--- src/rtl/servo_cmd_if.sv ---
// servo_cmd_if -- byte stream handshake from a UART receiver into servo_cmd.
//   rx_data  : received byte
//   rx_valid : rx_data is valid
//   rx_ready : consumer can accept a byte (transfer when valid && ready on clk)
// Modports: master = byte source, slave = servo_cmd.
interface servo_cmd_if;
  logic [7:0] rx_data;
  logic       rx_valid;
  logic       rx_ready;

  modport master (output rx_data, output rx_valid, input rx_ready);
  modport slave  (input rx_data, input rx_valid, output rx_ready);
endinterface

--- src/rtl/servo_cmd.sv ---
// servo_cmd -- parses 3-byte angle frames (0xA5, A, ~A) and drives the duty and
// period values of a servo PWM stage, updating duty once per servo frame.
//
// Ports:
//   clk        : system clock, rising edge
//   rst_n      : asynchronous active-low reset
//   rx         : byte stream handshake (servo_cmd_if.slave)
//   duty_cycle : PWM high time in clock cycles
//   period     : PWM counter terminal value (constant PERIOD_CYC-1)
//   angle      : last accepted angle, 0..180
//   frame_err  : one-cycle pulse on a rejected or timed-out frame
//
// Build option: define SERVO_SLEW_LIMIT_EN to limit the duty change per frame
// tick to SLEW_STEP cycles; otherwise duty jumps straight to the target.
module servo_cmd #(
  parameter int unsigned CLK_HZ     = 25000000,
  parameter int unsigned MIN_US     = 1000,
  parameter int unsigned MAX_US     = 2000,
  parameter int unsigned PERIOD_US  = 20000,
  parameter int unsigned SLEW_STEP  = 250,
  parameter int unsigned BYTE_TO_US = 1000
) (
  input  logic               clk,
  input  logic               rst_n,
  servo_cmd_if.slave         rx,
  output logic [31:0]        duty_cycle,
  output logic [31:0]        period,
  output logic [7:0]         angle,
  output logic               frame_err
);

  localparam int unsigned MHZ        = CLK_HZ / 1000000;
  localparam int unsigned MIN_CYC    = MHZ * MIN_US;
  localparam int unsigned MAX_CYC    = MHZ * MAX_US;
  localparam int unsigned STEP       = (MAX_CYC - MIN_CYC) / 180;
  localparam int unsigned PERIOD_CYC = MHZ * PERIOD_US;
  localparam int unsigned TO_CYC     = MHZ * BYTE_TO_US;
  localparam int unsigned MID_CYC    = MIN_CYC + 90 * STEP;
  localparam int unsigned SPAN       = 180 * STEP;

  // Without slew limiting, any limit covering the full duty span reduces the
  // shared stepping logic to a direct jump onto the target.
`ifdef SERVO_SLEW_LIMIT_EN
  localparam int unsigned STEP_LIM = SLEW_STEP;
`else
  localparam int unsigned STEP_LIM = (SLEW_STEP > SPAN) ? SLEW_STEP : SPAN;
`endif

  typedef enum logic [1:0] {IDLE, ANGLE, CHECK, APPLY} state_t;

  state_t      state, state_next;
  logic        accept;
  logic        timeout;
  logic        err_set;
  logic        latch_a;
  logic        do_apply;
  logic [7:0]  a_q;
  logic [31:0] to_cnt;
  logic [31:0] tick_cnt;
  logic        tick;
  logic [31:0] target;
  logic [31:0] duty_next;

  assign rx.rx_ready = (state != APPLY);
  assign accept      = rx.rx_valid && rx.rx_ready;
  assign timeout     = (to_cnt == TO_CYC - 1);
  assign tick        = (tick_cnt == PERIOD_CYC - 1);
  assign period      = PERIOD_CYC - 1;

  always_ff @(posedge clk or negedge rst_n) begin
    if (!rst_n) state <= IDLE;
    else        state <= state_next;
  end

  always_comb begin
    state_next = state;
    err_set    = 1'b0;
    latch_a    = 1'b0;
    do_apply   = 1'b0;
    case (state)
      IDLE: begin
        if (accept && rx.rx_data == 8'hA5) state_next = ANGLE;
      end
      ANGLE: begin
        if (accept) begin
          latch_a    = 1'b1;
          state_next = CHECK;
        end else if (timeout) begin
          err_set    = 1'b1;
          state_next = IDLE;
        end
      end
      CHECK: begin
        if (accept) begin
          if (rx.rx_data == ~a_q && a_q <= 8'd180) begin
            state_next = APPLY;
          end else begin
            err_set    = 1'b1;
            state_next = IDLE;
          end
        end else if (timeout) begin
          err_set    = 1'b1;
          state_next = IDLE;
        end
      end
      APPLY: begin
        do_apply   = 1'b1;
        state_next = IDLE;
      end
      default: state_next = IDLE;
    endcase
  end

  // Move duty toward target by at most STEP_LIM cycles.
  always_comb begin
    duty_next = target;
    if (target > duty_cycle) begin
      if (target - duty_cycle > STEP_LIM) duty_next = duty_cycle + STEP_LIM;
    end else if (duty_cycle - target > STEP_LIM) begin
      duty_next = duty_cycle - STEP_LIM;
    end
  end

  always_ff @(posedge clk or negedge rst_n) begin
    if (!rst_n) begin
      to_cnt     <= '0;
      tick_cnt   <= '0;
      a_q        <= '0;
      angle      <= 8'd90;
      target     <= MID_CYC;
      duty_cycle <= MID_CYC;
      frame_err  <= 1'b0;
    end else begin
      frame_err <= err_set;
      tick_cnt  <= tick ? '0 : tick_cnt + 32'd1;

      // Inter-byte timer runs only while a frame is in progress.
      if (state == IDLE || accept) to_cnt <= '0;
      else if (state == ANGLE || state == CHECK) to_cnt <= to_cnt + 32'd1;

      if (latch_a) a_q <= rx.rx_data;

      if (do_apply) begin
        target <= MIN_CYC + {24'd0, a_q} * STEP;
        angle  <= a_q;
      end

      // duty sees the pre-APPLY target when both happen on the same edge.
      if (tick) duty_cycle <= duty_next;
    end
  end

endmodule

--- src/flat_wrapper.sv ---
// flat-port wrapper written by rule: the top's interface ports become plain ports
module servo_cmd_flat 
#(
  parameter int unsigned CLK_HZ     = 25000000,
  parameter int unsigned MIN_US     = 1000,
  parameter int unsigned MAX_US     = 2000,
  parameter int unsigned PERIOD_US  = 20000,
  parameter int unsigned SLEW_STEP  = 250,
  parameter int unsigned BYTE_TO_US = 1000
)
  (clk, rst_n, duty_cycle, period, angle, frame_err, rx_rx_data, rx_rx_valid, rx_rx_ready);
  servo_cmd_if rx_i ();
  input  logic clk;
  input  logic rst_n;
  output logic [31:0] duty_cycle;
  output logic [31:0] period;
  output logic [7:0] angle;
  output logic frame_err;
  input wire logic [$bits(rx_i.rx_data)-1:0] rx_rx_data;
  input wire logic [$bits(rx_i.rx_valid)-1:0] rx_rx_valid;
  output wire logic [$bits(rx_i.rx_ready)-1:0] rx_rx_ready;
  assign rx_i.rx_data = rx_rx_data;
  assign rx_i.rx_valid = rx_rx_valid;
  assign rx_rx_ready = rx_i.rx_ready;
  servo_cmd #(.CLK_HZ(CLK_HZ), .MIN_US(MIN_US), .MAX_US(MAX_US), .PERIOD_US(PERIOD_US), .SLEW_STEP(SLEW_STEP), .BYTE_TO_US(BYTE_TO_US)) u_core (.clk(clk), .rst_n(rst_n), .rx(rx_i), .duty_cycle(duty_cycle), .period(period), .angle(angle), .frame_err(frame_err));
endmodule
--- config.mk ---
export PLATFORM = sky130hd
export DESIGN_NAME = servo_cmd_flat
export DESIGN_NICKNAME = d
export VERILOG_FILES = /design/src/rtl/servo_cmd_if.sv /design/src/rtl/servo_cmd.sv /design/src/flat_wrapper.sv
export SDC_FILE = /design/constraint.sdc
export NUM_CORES = 1
export LEC_CHECK = 0
export BUFFER_PORTS_ARGS = -buffer_cell sky130_fd_sc_hd__buf_2
export CAP_MARGIN = 40
export CELL_PAD_IN_SITES_DETAIL_PLACEMENT = 1
export CELL_PAD_IN_SITES_GLOBAL_PLACEMENT = 1
export CORE_UTILIZATION = 45
export CTS_CLUSTER_SIZE = 30
export DETAILED_ROUTE_END_ITERATION = 6
export GPL_ROUTABILITY_DRIVEN = 0
export PLACE_DENSITY = 0.77
export SYNTH_ARGS = -nofsm -noshare
export SYNTH_HDL_FRONTEND = slang
export SYNTH_SLANG_ARGS = --single-unit
--- constraint.sdc ---
create_clock -name clk -period 4.4 [get_ports clk]
set_clock_uncertainty 0.05 [all_clocks]
set_input_delay 0.22 -clock clk [delete_from_list [all_inputs] [get_ports clk]]
set_output_delay 0.22 -clock clk [all_outputs]
set_load 0.01 [all_outputs]
# Word-level counts from Yosys, hierarchy flattened
# Cells that the tools add are included.
# totals
reg_bits,147
out_inout_bits,74
# op_classes
addsub,7
multipliers,1
magnitude_cmp,4
eq_ne,9
muxes,20
bitwise_logic,1
reduce_logical,7
# ops
cell,n
32-bit two-way mux,6
32-bit by 1-bit adder with 32-bit output (second input constant),2
32-bit by 15-bit > comparator with 1-bit output (second input constant),2
32-bit subtractor,2
32-bit by 15-bit adder with 32-bit output (second input constant),1
32-bit by 15-bit equality test with 1-bit output (second input constant),1
32-bit by 19-bit equality test with 1-bit output (second input constant),1
32-bit > comparator,1
32-bit by 15-bit subtractor with 32-bit output (second input constant),1
15-bit by 16-bit adder with 17-bit output (first input constant),1
8-bit by 7-bit multiplier with 15-bit output (second input constant),1
2-bit two-way mux,5
8-bit equality test,1
8-bit equality test (second input constant),1
8-bit less-or-equal comparator (second input constant),1
8-bit inverter,1
2-bit case mux with 4 select lines,1
1-bit two-way mux,7
2-bit equality test (second input constant),2
1-bit logical AND,3
2-bit by 1-bit equality test with 1-bit output (second input constant),1
2-bit logical NOT,1
1-bit logical OR,2
2-bit by 1-bit inequality test with 1-bit output (second input constant),1
3 further kinds,3

# Depth between registers and ports, before layout
# Gate-level depths: netlist (run 1).
# depth
word_depth,6
mapped_depth,16
depth_no_buf,15

# Worst setup path after synthesis (run 1)
# Ideal clock, no wire load.
# synth_timing
path_kind,register -> register
start,reg u_core.duty_cycle[10]
end,reg u_core.duty_cycle[14]
setup_time_ns,0.136
t_arrival_ns,3.560
required_time_ns,4.214
path_slack_ns,0.654
stages_incl_launch_ff,17
n_path_buf,4
path_cell_list,dfrtp_1 > clkbuf_1 > inv_1 > ha_1 > buf_4 > nand4_2 > or4_1 > buf_2 > a21o_1 > a211oi_2 > nand4_1 > a2111oi_4 > buf_4 > mux2i_1 > nor2_1 > nor4_1 > a21oi_1
# synth_between
elab_chain_len,4
word_cells_on_any_way,10
classes_between,4 x add/sub; 3 x order compare; 3 x mux
# synth_rtl
element,line,rtl
start: declaration,servo_cmd.sv:26,"output logic [31:0] duty_cycle,"
start signal: assignment,servo_cmd.sv:149,if (tick) duty_cycle <= duty_next;
"32-bit subtractor, on equally long branches","servo_cmd.sv:119, servo_cmd.sv:118",
"32-bit by 15-bit > comparator with 1-bit output, on equally long branches","servo_cmd.sv:119, servo_cmd.sv:118",
"32-bit two-way mux, on equally long branches","servo_cmd.sv:119, servo_cmd.sv:118",
32-bit two-way mux (*),servo_cmd.sv:117,if (target > duty_cycle) begin
# Every way passes the cells marked *; elsewhere a longest branch is shown, timed or not.
# A chain may end at the register's enable or synchronous reset.

# Final worst setup path (run 1)
# layout_timing
start,reg u_core.duty_cycle[12]
end,reg u_core.duty_cycle[11]
# Same word-level chain as after synthesis.

==> results.yml, run 1 <==
run_status:
  status: "completed"
finish:
  final_common_cell: "dfrtp_1"
  regArea_sq_um: 3222
  multi_input_area_sq_um: 6659
  nNetsFinal: 1380
  final_cells: 1594
  final_cell_mix: "113 x dfrtp_1, 111 x nand2_1, 98 x nor2_1"
  syn2layout_area_growth_pct: 10.92
  fillers: 2732
  antennaDiodeCount: 0
  drive_above_1_share_pct: 14.67
detailed_routing:
  ant_nets: 0
  vias_per_cell: 5.962
  drc: 0
  vias: 9503
  post_drt_wl_per_cell_um: 19.61
  first_pass_iters: 5
  drt_iter0_markers: 392
  routed_wl_um: 31250
yosys:
  synth_seq_area_share_pct: 30.81
  synth-seq-cells: 128
  yosys_warnings: 0
  synthCells: 1242
  async_flop_share_pct: 100.0
  synthDistinctLibCells: 89
  avgSynthCellArea_sq_um: 8.421
  netlist_area_sq_um: 10460
  synth_edf_count: 0
  synth_ff_type: "dfrtp_1"
global_routing:
  busiest_layer: "met2"
  grt_pass1_vias: 9876
  grt-ovfl-total: 0
  grt_use_met2_pct: 47.92
  met3_usage_pct: 2.718
  grt_pass1_wl_um: 52760
  grt_max_degree: 88
  antenna_found_initial: 0
  grt_use_total_pct: 27.63
  use_met1_pct: 35.82
floorplan:
  start_util_pct: 46.06
  ios: 85
  row_count: 55
  die_h_um: 154.5
  dieWidth_um: 154.5
  fp.dieArea_sq_um: 23850
  core_area_sq_um: 22710
clock_network:
  clk_pin_slew_ns: 0.06
  cts_made_buffers: 17
  cts_buffer_depth: 2
  root_buffer: "clkbuf_16"
  h-tree-depth: 4
  cts_tree: "yes"
  cts_sinks: 128
  clock_latency_ns: 0.43
power_and_ir_drop:
  intPower_w: 0.004024
  power_frac_comb_pct: 60.3
  finalPower_w: 0.007536
  worst_ir_drop_vdd_mv: 0.4261
  p_per_area_nw_per_um2: 649.6
  p_leak_nw: 5.226
  p_clk_share_pct: 18.3
  p_sw_w: 0.003512
  seqPwrFrac_pct: 21.4
  switching_share_pct: 46.60
placed_design:
  dp.cells: 1558
  dp_hpwl_um: 23380
  portBuffers: 51
critical_path:
  crit_slowest_cell: "o41a_4"
  reg2reg_setup_slack_ns: 0.21
  crit_required_ns: 4.69
  crit_family: "simple AND/OR/NAND/NOR gates"
  crit_chain: "inv_1 > ha_1 > nand2_1 > or3_1 > a211oi_2 > nor3_1 > xor2_1 > nor4_2 > nand4_2 > o41a_4 > o311ai_1 > o221ai_1 > nor3b_2"
  crit_path_start_kind: "flip-flop"
  cpPeakStageDelay_ns: 0.67
  arrival_ns: 4.48
  path_buf_inv: 1
  crit_type: "reg2reg"
  worstPathMaxFanout: 17
  end_kind: "flip-flop"
sta:
  relSlewSlack_pct: 50.48
  finalHoldViolations: 0
  rsz0062_at_grt: "false"
  slew_viol_final: 0
  worst_slew_pin_slew_ns: 0.7367
  setup_violations: 0
  setup_tns_ns: 0
  max_freq_mhz: 238.7
  finalHoldWorstSlack_ns: 0.01887
  finalCritPeriodShare_pct: 95.23
  finalCriticalPeriod_ns: 4.190
flow_run:
  maxCapViolations: 0
worst_hold_path:
  min_path_type: "in2reg"
-- synth_stat cells, drive strengths merged, types with 13 or more instances --
| master | instances | area, sq um |
|---|---|---|
| nor4 | 26 | 205.2 |
| nor3 | 32 | 165.2 |
| inv | 60 | 225.2 |
| o21ai | 87 | 435.4 |
| a21o | 14 | 105.1 |
| or3 | 24 | 150.1 |
| buf | 58 | 399.1 |
| nand4 | 21 | 143.9 |
| mux2 | 17 | 191.4 |
| and3 | 21 | 131.4 |
| clkbuf | 26 | 97.59 |
| nor2 | 101 | 389.1 |
| ha | 71 | 888.4 |
| dfrtp | 113 | 2828 |
| xor2 | 50 | 437.9 |
| a211oi | 13 | 117.6 |
| xnor2 | 54 | 473.0 |
| nand2 | 112 | 422.9 |
| nand2b | 13 | 81.33 |
| dfstp | 15 | 394.1 |
| a21oi | 97 | 493.0 |
| o31ai | 16 | 125.1 |
| nand3 | 52 | 260.3 |
-- state kept, by name, summed over array words and instances (netlist names) --
register           cells
u_core.angle           8
u_core.to_cnt         32
u_core.frame_err       1
u_core.duty_cycle     31
u_core.tick_cnt       32
u_core.a_q             8
u_core.state           2
u_core.target         14
-- layer usage --
layer	vias to the layer above	routed length, um
li1	4487	-
met1	4735	13870
met2	237	15480
met3	44	1214
met4	0	682
met5	-	0
-- final cells by class --
| class | count | share of cell area (%) |
|---|---|---|
| multi-input combinational | 1001 | 57.40 |
| sequential | 128 | 27.77 |
| timing repair buffer | 88 | 4.950 |
| clock buffer | 18 | 3.699 |
| tap | 285 | 3.074 |
| inverter | 60 | 1.941 |
| clock inverter | 14 | 1.165 |
-- timing repair --
item	in CTS	in global routing
endpoints found under the setup margin	0	15
hold buffers	1	0
endpoints found under the hold margin	81	0
buffers inserted	0	3
resized for setup	0	5
-- worst paths after layout --
kind	start	end	depth (start not counted)
max	u_core.duty_cycle[12]$_DFFE_PN1N_	u_core.duty_cycle[11]$_DFFE_PN0N_	13
min	rx_rx_data[5]	u_core.a_q[5]$_DFFE_PN0P_	2
max reg2reg	u_core.duty_cycle[12]$_DFFE_PN1N_	u_core.duty_cycle[11]$_DFFE_PN0N_	13
min reg2reg	u_core.tick_cnt[4]$_DFF_PN0_	u_core.tick_cnt[4]$_DFF_PN0_	1
max in group asynchronous	rst_n	u_core.angle[6]$_DFFE_PN1P_	4
min in group asynchronous	rst_n	u_core.duty_cycle[25]$_DFFE_PN0N_	2
-- through the flow --
| stage | worst slack (ns) | cell area (sq um) | util (%) |
|---|---|---|---|
| after floorplan | 0.6543 | 10580 | - |
| after global placement | 0.2089 | 10960 | 48.26 |
| after detailed placement | 0.1589 | 10990 | 48.38 |
| after CTS | 0.1056 | 11560 | 50.91 |
| after global routing | 0.001743 | 11600 | 51.09 |
| final | 0.2099 | 11600 | 51.09 |
-- power groups by stage --
| stage | Sequential [W] | Clock [W] | Combinational (W) |
|---|---|---|---|
| floorplan | 0.00153 | 0 | 0.00349 |
| global placement | 0.00161 | 0 | 0.00432 |
| detailed placement | 0.00162 | 0 | 0.00444 |
| CTS | 0.00160 | 0.00141 | 0.00452 |
| global route | 0.00163 | 0.00145 | 0.00508 |
| finish | 0.00161 | 0.00138 | 0.00454 |
-- logic make-up (layout without fill, tap and decap cells) --
group	after synthesis	in the layout	synth area share, %
AND/OR/NAND/NOR	462	462	23.29
AO/OA/AOI/OAI	304	304	18.75
buffers and inverters	144	180	6.903
flip-flops	128	128	30.81
XOR/XNOR	104	104	8.709
adder cells (fa/ha/maj)	73	73	8.877
multiplexers	25	25	2.596
other	2	33	0.07181
Note: power is estimated with default switching activity, not from simulation.
==> run 2, diff against run 1 <==
--- a/config.mk
+++ b/config.mk
@@ -9,6 +9,7 @@
 export CAP_MARGIN = 40
 export CELL_PAD_IN_SITES_DETAIL_PLACEMENT = 1
 export CELL_PAD_IN_SITES_GLOBAL_PLACEMENT = 1
+export CORE_MARGIN = 2
 export CORE_UTILIZATION = 45
 export CTS_CLUSTER_SIZE = 30
 export DETAILED_ROUTE_END_ITERATION = 6
==> results.yml, run 2 (synthesis gave the netlist of run 1 again) <==
run_status:
  status: "completed"
clock_network:
  clock_latency_ns: 0.43
  root_buffer: "clkbuf_16"
  cts_buffer_depth: 2
  cts_sinks: 128
  h-tree-depth: 4
  clk_pin_slew_ns: 0.06
  cts_made_buffers: 17
  cts_tree: "yes"
global_routing:
  grt_pass1_vias: 9784
  grt_max_degree: 61
  grt_pass1_wl_um: 51670
  grt_use_total_pct: 26.43
  antenna_found_initial: 0
  grt-ovfl-total: 0
sta:
  max_freq_mhz: 234.9
  worst_slew_pin_slew_ns: 0.8914
  fin_ws_ns: 0.1425
  finalCritPeriodShare_pct: 96.76
  relSlewSlack_pct: 40.32
  finalCriticalPeriod_ns: 4.258
  slew_viol_final: 0
  finalHoldViolations: 0
  setup_violations: 0
power_and_ir_drop:
  finalPower_w: 0.007791
  p_per_area_nw_per_um2: 664.1
  worst_ir_drop_vdd_mv: 0.4205
  p_leak_nw: 5.272
worst_hold_path:
  min_path_type: "in2reg"
  hold-path-cell-count: 2
critical_path:
  reg2reg_setup_slack_ns: 0.14
  crit_slowest_cell: "dfstp_2"
  reg2regPathDepth: 15
  arrival_ns: 4.55
  crit_chain: "inv_1 > ha_2 > buf_4 > nand4_1 > nor3_1 > a211oi_1 > a21oi_1 > a31oi_1 > nor4_2 > nand4_2 > buf_4 > o41a_2 > a2bb2oi_2 > nor2_1 > o31ai_2"
  cpMostUsedCell: "buf_4"
  crit_type: "reg2reg"
  crit_path_start_kind: "flip-flop"
  end_kind: "flip-flop"
  cpPeakStageDelay_ns: 0.62
  worstPathMaxFanout: 9
  crit_required_ns: 4.69
finish:
  nNetsFinal: 1382
  final_common_cell: "dfrtp_1"
  fin_area_sq_um: 11730
  syn2layout_area_growth_pct: 12.18
  antennaDiodeCount: 0
  utilization_pct: 51.66
  final_cell_mix: "113 x dfrtp_1, 111 x nand2_1, 98 x nor2_1"
  drive_above_1_share_pct: 15.26
  reg_top3: "u_core.tick_cnt (32), u_core.to_cnt (32), u_core.duty_cycle (31)"
  fillers: 2748
  final_cells: 1596
detailed_routing:
  drc: 0
  first_pass_iters: 4
  drt_iter0_markers: 478
  vias_per_cell: 5.956
  routed_wl_um: 31480
  vias: 9506
  post_drt_wl_per_cell_um: 19.72
  ant_nets: 0
placed_design:
  portBuffers: 51
  dp.cells: 1558
  dp_worst_setup_slack_ns: 0.06049
  dp_hpwl_um: 23420
  dpl_cell_area_sq_um: 11000
floorplan:
  dieWidth_um: 156.5
  die_h_um: 156.5
  start_util_pct: 46.06
  core_area_sq_um: 22710
  fp.dieArea_sq_um: 24480
  ios: 85
  row_count: 55
flow_run:
  maxCapViolations: 0
run 2: cell types whose count changed in the layout (fill, tap and decap cells not counted), sizes merged:
cell,delta
bufinv,+1
clkinv,-2
clkinvlp,-2
dlygate4sd3,+1
inv,+3
o41a,+1
run 2: per-layer routing:
metal | share of wire (%) | global-route usage [%] | up-vias
met5 | 0 | 0 | -
met4 | 2.3 | 8.126 | 0
met3 | 3.9 | 3.240 | 59
met2 | 49 | 45.50 | 216
met1 | 45 | 34.71 | 4726
li1 | - | - | 4505
run 2: final cells by class:
cell class	instances	area (sq um)	share of cell area (%)
Tap cell	285	356.6	3.039
Sequential cell	128	3222	27.46
Clock inverter	14	168.9	1.440
Multi-Input combinational cell	1002	6711	57.20
Clock buffer	18	439.2	3.743
Inverter	60	225.2	1.920
Timing Repair Buffer	89	609.3	5.194
run 2: per-stage QoR:
stage	hold slack [ns]	setup TNS, ns
2_1_floorplan	-0.1256	0
3_3_place_gp	0.3369	0
3_5_place_dp	0.09237	0
4_1_cts	0.004273	0
5_1_grt	0.01481	-0.09670
6_report	0.01841	0
run 2: worst paths after layout:
| kind | endpoint | start |
|---|---|---|
| setup / recovery | u_core.duty_cycle[5]$_DFFE_PN1N_ | u_core.duty_cycle[9]$_DFFE_PN1N_ |
| hold / removal | u_core.a_q[3]$_DFFE_PN0P_ | rx_rx_data[3] |
| setup reg to reg | u_core.duty_cycle[5]$_DFFE_PN1N_ | u_core.duty_cycle[9]$_DFFE_PN1N_ |
| hold reg to reg | u_core.tick_cnt[31]$_DFF_PN0_ | u_core.tick_cnt[31]$_DFF_PN0_ |
| max in group asynchronous | u_core.tick_cnt[21]$_DFF_PN0_ | rst_n |
| min in group asynchronous | u_core.duty_cycle[1]$_DFFE_PN0P_ | rst_n |
run 2: where the power goes:
group,internal (W),switching [W],total [W]
combinational,0.00196,0.00276,0.00471
clock,0.000870,0.000608,0.00148
sequential,0.00136,0.000237,0.00160
total,0.00419,0.00360,0.00779
run 2: critical path: cells and delay by family (launching register included):
| family | cells | cell delay, ns |
|---|---|---|
| flops | 1 | 0.62 |
| buf+inv | 3 | 0.53 |
| fa+ha+maj | 1 | 0.41 |
| simple gates | 5 | 1.20 |
| compound gates | 6 | 1.35 |
run 2: what timing repair did:
action / 4_1_cts / 5_1_grt
resized for setup: 0 / 14
hold endpoints to repair: 34 / 0
buffers inserted: 0 / 3
setup endpoints to repair: 0 / 26
hold buffers: 2 / 0
==> run 3, diff against run 2 <==
--- a/config.mk
+++ b/config.mk
@@ -15,6 +15,7 @@
 export DETAILED_ROUTE_END_ITERATION = 6
 export GPL_ROUTABILITY_DRIVEN = 0
 export PLACE_DENSITY = 0.77
+export SETUP_SLACK_MARGIN = 0.2
 export SYNTH_ARGS = -nofsm -noshare
 export SYNTH_HDL_FRONTEND = slang
 export SYNTH_SLANG_ARGS = --single-unit
==> results.yml, run 3 (synthesis gave the netlist of run 1 again) <==
power_and_ir_drop:
  p_clk_share_pct: 18.8
  p_sw_w: 0.003628
  seqPwrFrac_pct: 20.4
  p_leak_nw: 5.320
  switching_share_pct: 46.04
  worst_ir_drop_vdd_mv: 0.4201
  intPower_w: 0.004252
  finalPower_w: 0.007880
  power_frac_comb_pct: 60.8
  p_per_area_nw_per_um2: 662.7
sta:
  max_freq_mhz: 244.2
  finalHoldViolations: 0
  rsz0062_at_grt: "true"
  worst_slew_pin_slew_ns: 0.9285
  setup_violations: 0
  finalHoldWorstSlack_ns: 0.01682
  slew_viol_final: 0
  finalCriticalPeriod_ns: 4.094
  relSlewSlack_pct: 37.84
  finalCritPeriodShare_pct: 93.05
  setup_tns_ns: 0
floorplan:
  die_h_um: 156.5
  row_count: 55
  dieWidth_um: 156.5
  core_area_sq_um: 22710
  start_util_pct: 46.06
  fp.dieArea_sq_um: 24480
  ios: 85
critical_path:
  arrival_ns: 4.39
  crit_path_start_kind: "flip-flop"
  cpPeakStageDelay_ns: 0.57
  crit_type: "reg2reg"
  crit_path_end: "u_core.duty_cycle[6]$_DFFE_PN0N_"
  crit_required_ns: 4.70
  cpMostUsedCell: "buf_4"
  worstPathMaxFanout: 11
  reg2reg_from: "u_core.duty_cycle[15]$_DFFE_PN1N_"
  end_kind: "flip-flop"
  r2r-end: "u_core.duty_cycle[6]$_DFFE_PN0N_"
  crit_slowest_cell: "dfstp_2"
  reg2reg_setup_slack_ns: 0.31
  reg2regPathDepth: 15
  startpoint: "u_core.duty_cycle[15]$_DFFE_PN1N_"
  crit_chain: "inv_1 > ha_4 > nand4b_1 > or3_1 > a211oi_4 > nor3_2 > xor2_1 > nor4_2 > nand4_2 > buf_4 > o41ai_4 > buf_4 > nor2_1 > a22oi_1 > nor3b_2"
flow_run:
  maxCapViolations: 0
clock_network:
  root_buffer: "clkbuf_16"
  clk_pin_slew_ns: 0.07
  h-tree-depth: 4
  cts_tree: "yes"
  cts_sinks: 128
  cts_made_buffers: 17
  clock_latency_ns: 0.43
  cts_buffer_depth: 2
placed_design:
  portBuffers: 51
  dp_hpwl_um: 23420
finish:
  drive_above_1_share_pct: 16.69
  utilization_pct: 52.36
  nNetsFinal: 1389
  final_cell_mix: "113 x dfrtp_1, 110 x nand2_1, 98 x nor2_1"
  syn2layout_area_growth_pct: 13.70
  final_common_cell: "dfrtp_1"
  antennaDiodeCount: 0
  reg_top3: "u_core.tick_cnt (32), u_core.to_cnt (32), u_core.duty_cycle (31)"
  fillers: 2727
global_routing:
  grt-ovfl-total: 0
  antenna_found_initial: 0
  grt_use_total_pct: 26.48
  grt_pass1_vias: 9774
  grt_max_degree: 61
  grt_pass1_wl_um: 51720
detailed_routing:
  vias: 9541
  drt_iter0_markers: 479
  drc: 0
  routed_wl_um: 31680
  first_pass_iters: 5
  ant_nets: 0
  post_drt_wl_per_cell_um: 19.76
  vias_per_cell: 5.952
worst_hold_path:
  min_path_type: "in2reg"
run_status:
  status: "completed"
[run 3: worst min-delay path by stage]
| stage | startpoint | cells after the start | to |
|---|---|---|---|
| after floorplan | rst_n | 0 | u_core.a_q[0]$_DFFE_PN0P_ |
| after global placement | rst_n | 1 | u_core.duty_cycle[1]$_DFFE_PN0P_ |
| after detailed placement | rst_n | 1 | u_core.duty_cycle[1]$_DFFE_PN0P_ |
| after CTS | rx_rx_data[5] | 2 | u_core.a_q[5]$_DFFE_PN0P_ |
| after global routing | rx_rx_data[7] | 2 | u_core.a_q[7]$_DFFE_PN0P_ |
| final | rx_rx_data[3] | 2 | u_core.a_q[3]$_DFFE_PN0P_ |
[run 3: routing by layer]
metal / vias to the layer above / global-route usage [%] / wire [um]
met2: 224 / 45.65 / 15460
met5: - / 0 / 0
li1: 4528 / - / -
met1: 4735 / 34.75 / 14310
met3: 54 / 3.240 / 1246
met4: 0 / 8.126 / 676
[run 3: layout make-up]
class,count,area [sq um],area share [%]
multi-input cells,1002,6814,57.30
flip-flops and latches,128,3222,27.09
repair buffers,96,661.9,5.566
clock buffers,18,439.2,3.693
well taps,285,356.6,2.999
inverters,60,229.0,1.926
clock inverters,14,168.9,1.420
[run 3: critical path, delay by kind of cell, from the launching register on]
kind / cells / cell delay (ns)
buffers and inverters: 3 / 0.53
flip-flops: 1 / 0.57
XOR/XNOR: 1 / 0.17
AO/OA/AOI/OAI: 3 / 0.83
adder cells (fa/ha/maj): 1 / 0.36
AND/OR/NAND/NOR: 7 / 1.48
[run 3: power by group through the flow]
stage	clock, W	combinational (W)	sequential [W]
finish	0.00148	0.00479	0.00161
global placement	0	0.00437	0.00161
CTS	0.00151	0.00456	0.00160
detailed placement	0	0.00447	0.00162
floorplan	0	0.00349	0.00153
global route	0.00156	0.00533	0.00164
[run 3: timing repair]
item	CTS	global route
endpoints found under the hold margin	34	0
pin swaps	2	7
hold buffers	2	0
gates resized for setup	7	28
gates cloned	0	1
setup buffers	0	10
setup endpoints to repair	22	30
[run 3: through the flow]
step | std cells | area, sq um | setup slack, ns
detailed placement | 1558 | 11000 | 0.06049
global placement | 1557 | 10970 | 0.1882
finish | 1603 | 11890 | 0.3057
CTS | 1592 | 11650 | 0.2085
floorplan | 1273 | 10580 | 0.6543
global route | 1603 | 11890 | 0.1288
